[src/rtl/scu_pkg.sv]
// scu_pkg: FSM state encoding and grant codes shared by scu and the interconnect muxes
package scu_pkg;
  typedef enum logic [1:0] {IDLE = 2'b00, GNT_M1 = 2'b01, GNT_M2 = 2'b10} scu_state_e;
  localparam logic [1:0] MAS_NONE = 2'b00;
  localparam logic [1:0] MAS_M1 = 2'b01;
  localparam logic [1:0] MAS_M2 = 2'b10;
endpackage

[src/rtl/scu.sv]
// scu: two-master bus arbiter (clk, rstn sync active-high reset, sel_m1/sel_m2 requests, endtrans ends ownership, mas_sel registered grant)
module scu
  import scu_pkg::*;
(
  input  logic       clk,
  input  logic       rstn,
  input  logic       sel_m1,
  input  logic       sel_m2,
  input  logic       endtrans,
  output logic [1:0] mas_sel
);
  scu_state_e state, state_nx;
  logic last_m2, last_nx;
  always_comb begin
    state_nx = IDLE;
    case (state)
      IDLE:           state_nx = (sel_m1 && (!sel_m2 || last_m2)) ? GNT_M1 : sel_m2 ? GNT_M2 : IDLE;
      GNT_M1, GNT_M2: state_nx = endtrans ? IDLE : state;
      default:        state_nx = IDLE;
    endcase
    last_nx = (state == IDLE && state_nx != IDLE) ? (state_nx == GNT_M2) : last_m2;
  end
  always_ff @(posedge clk)
    if (rstn) begin
      state   <= IDLE;
      last_m2 <= 1'b1;
    end else begin
      state   <= state_nx;
      last_m2 <= last_nx;
    end
  assign mas_sel = state;
endmodule

[config.mk]
export PLATFORM = sky130hd
export DESIGN_NAME = scu
export DESIGN_NICKNAME = d
export VERILOG_FILES = /design/src/rtl/scu_pkg.sv /design/src/rtl/scu.sv
export SDC_FILE = /design/constraint.sdc
export NUM_CORES = 1
export LEC_CHECK = 0
export ABC_AREA = 1
export BUFFER_PORTS_ARGS = -buffer_cell sky130_fd_sc_hd__buf_4
export CORE_AREA = 4 4 41 43
export DETAILED_ROUTE_END_ITERATION = 7
export DIE_AREA = 0 0 45 47
export GPL_ROUTABILITY_DRIVEN = 0
export SYNTH_ARGS = -nofsm -noshare
export SYNTH_HDL_FRONTEND = slang
export SYNTH_SLANG_ARGS = --single-unit
export TNS_END_PERCENT = 5
[constraint.sdc]
create_clock -name clk -period 3.2 [get_ports clk]
set_input_delay 0.64 -clock clk [delete_from_list [all_inputs] [get_ports clk]]
set_output_delay 0.64 -clock clk [all_outputs]
set_load 0.01 [all_outputs]
==> results.sh <==
export IMPL_synth_seq_cells=3
export IMPL_yosys_top_cells_count="nand2_1, inv_1, nor2_1"
export IMPL_cts_setup_buffers=0
export IMPL_synth_flop_cell="dfxtp_1"
export IMPL_leakagePower_nw=0.163
export IMPL_cts_tree="done"
export IMPL_fin_nets=51
export IMPL_grt_use_total=0.0521
export IMPL_die_area_um2=2120
export IMPL_worstRegToRegCells=10
export IMPL_reg2reg_from="mas_sel[0]"
export IMPL_synth_cell_types=7
export IMPL_dp_cells=54
export IMPL_portBuffers=6
export IMPL_synth_edff_count=0
export IMPL_dpl_hpwl_um=350
export IMPL_grt_start_max_net_pins=5
export IMPL_crit_slowest_cell="dfxtp_1"
export IMPL_fin_util=0.219
export IMPL_holdCritStartpoint="last_m2"
export IMPL_synth_nets=40
export IMPL_io_pins=7
export IMPL_setup_violations=0
export IMPL_holdBufCountCts=0
export IMPL_dr_pass1_iters=2
export IMPL_layout_drive_gt1_share=0.209
export IMPL_skew_ps=1.04
export IMPL_rrSetupSlack_ps=1980
export IMPL_die_h_um=47
export IMPL_arrival_ps=760
export IMPL_postSynth_asyncResetShare=0
export IMPL_clk_pin_slew_worst_paths_ps=40
export IMPL_critPathKind="register to output pin"
export IMPL_seq_area_frac_synth=0.308
export IMPL_clock_sinks=3
export IMPL_path_cells="buf_4"
export IMPL_core_region_area_um2=1300
export IMPL_final_cells=58
export IMPL_max_cap_viol_count=0
export IMPL_startpoint="mas_sel[0]"
export IMPL_grt_pass1_wl_um=738
export IMPL_hold_viol=0
export IMPL_fmax_ghz=0.716
export IMPL_area_growth_pct=46.2
export IMPL_maxSlewViolCount=0
export IMPL_synth_area_leaders="dfxtp_1, nand2_1, inv_1"
export IMPL_rsz0062_at_grt="false"
export IMPL_finalCritPeriodShare=0.436
export IMPL_grt_pass1_vias=213
export IMPL_initial_utilization=0.150
export IMPL_status="completed"
export IMPL_antenna_cells=0
export IMPL_r2r_end="last_m2"
export IMPL_synth_area_um2=195
export IMPL_die_w_um=45
export IMPL_num_vias=207
export IMPL_end_kind="output pin"
export IMPL_cts_buffers=3
export IMPL_yosysWarnings=0
export IMPL_period_needed_ps=1400
export IMPL_slowest_delay_ps=380
export IMPL_drt_initial_drc_count=3
export IMPL_cp_top_family="flip-flops"
export IMPL_ctsHtreeMaxLevel=1
export IMPL_hold_path_class="register to register"
export IMPL_insertion_delay_ps=230
export IMPL_drc=0
export IMPL_critPathMaxFanout=4
export IMPL_cp_start_kind="register"
export IMPL_syn_inst=33
export IMPL_min_to="last_m2"
export IMPL_clk_path_buf_depth=2
export IMPL_total_power_mw=0.140
export IMPL_tns_ps=0
export IMPL_slew_headroom=0.897
export IMPL_avgSynthCellArea_um2=5.91
export IMPL_critPathBufInv=1
export IMPL_synth_top_area_cell="dfxtp_1"
export IMPL_ctsResizeCount=0
export IMPL_required_ps=2560
export IMPL_wire_per_inst_um=7.38
export IMPL_whs_ps=531
export IMPL_yosysMostFrequentCell="nand2_1"
export IMPL_grt_overflow=0
export IMPL_antenna_found_initial=0
export IMPL_routed_wl_um=428
export IMPL_p_per_area_nw_per_um2=489
export IMPL_worst_slew_pin_slew_ps=154
export IMPL_n_fill_cell=160
export IMPL_avgViaCountPerCell=3.57
export IMPL_cts_root_buf="clkbuf_4"
export IMPL_peakVddDrop_v=0.000131
export IMPL_whs_path_depth=4
export IMPL_synth_top_area_frac=0.308
export IMPL_row_count=13
export IMPL_ant_nets=0
==> sequential cells by signal, summed over array words and instances, names as in the netlist <==
register  flops
last_m2       1
mas_sel       2
==> worst max-delay path by stage <==
stage                      end  slack [ps]  cells after the start
global placement       last_m2        1930                      9
floorplan              last_m2        2030                     10
detailed placement     last_m2        1910                      9
CTS                 mas_sel[0]        1790                      1
global route        mas_sel[0]        1780                      1
finish              mas_sel[0]        1800                      1
==> cells in the final DEF (no fill, tap or decap) <==
master | synthesis | routed
inv_1 | 7 | 7
clkbuf_1 | 0 | 1
buf_4 | 0 | 6
nand2_1 | 11 | 11
nor2_1 | 5 | 5
clkbuf_4 | 0 | 3
nand3_1 | 4 | 4
dfxtp_1 | 3 | 3
ha_1 | 2 | 2
clkinv_1 | 1 | 1
==> per-layer routing <==
| metal | share of wire | global-route usage | wire length, um |
|---|---|---|---|
| met1 | 0.42 | 0.0455 | 181 |
| met2 | 0.46 | 0.0819 | 197 |
| met3 | 0.11 | 0.0307 | 49 |
| met4 | 0 | 0.0526 | 0 |
| met5 | 0 | 0 | 0 |
==> worst min-delay path, delay by kind of cell (launching register included) <==
kind          cells  cell delay (ps)
flops             1              320
simple gates      3              140
buf+inv           1               40
==> power breakdown <==
part	internal, mW	switching (mW)	total (mW)
registers	0.0417	0.00310	0.0448
logic	0.0136	0.0152	0.0288
clock network	0.0467	0.0192	0.0659
total	0.102	0.0375	0.140
==> logic make-up (layout without fill, tap and decap cells) <==
group / Yosys count / in the layout / share of synthesized area
adder cells (fa/ha/maj): 2 / 2 / 0.128
AND/OR/NAND/NOR: 20 / 20 / 0.410
flip-flops: 3 / 3 / 0.308
buffers and inverters: 8 / 18 / 0.154
==> area by class of cell <==
cell class                      instances  area [um^2]  share of cell area
Clock buffer                            4         26.3              0.0921
Inverter                                8         30.0               0.105
Tap cell                               15         18.8              0.0658
Multi-Input combinational cell         22          105               0.368
Timing Repair Buffer                    6         45.0               0.158
Sequential cell                         3         60.1               0.211
==> stage by stage <==
step	area (um^2)	worst slack, ps
2_1_floorplan	195	2030
3_3_place_gp	259	1930
3_5_place_dp	259	1910
4_1_cts	285	1790
5_1_grt	285	1780
6_report	285	1800
Note: power is estimated with default switching activity, not from simulation.
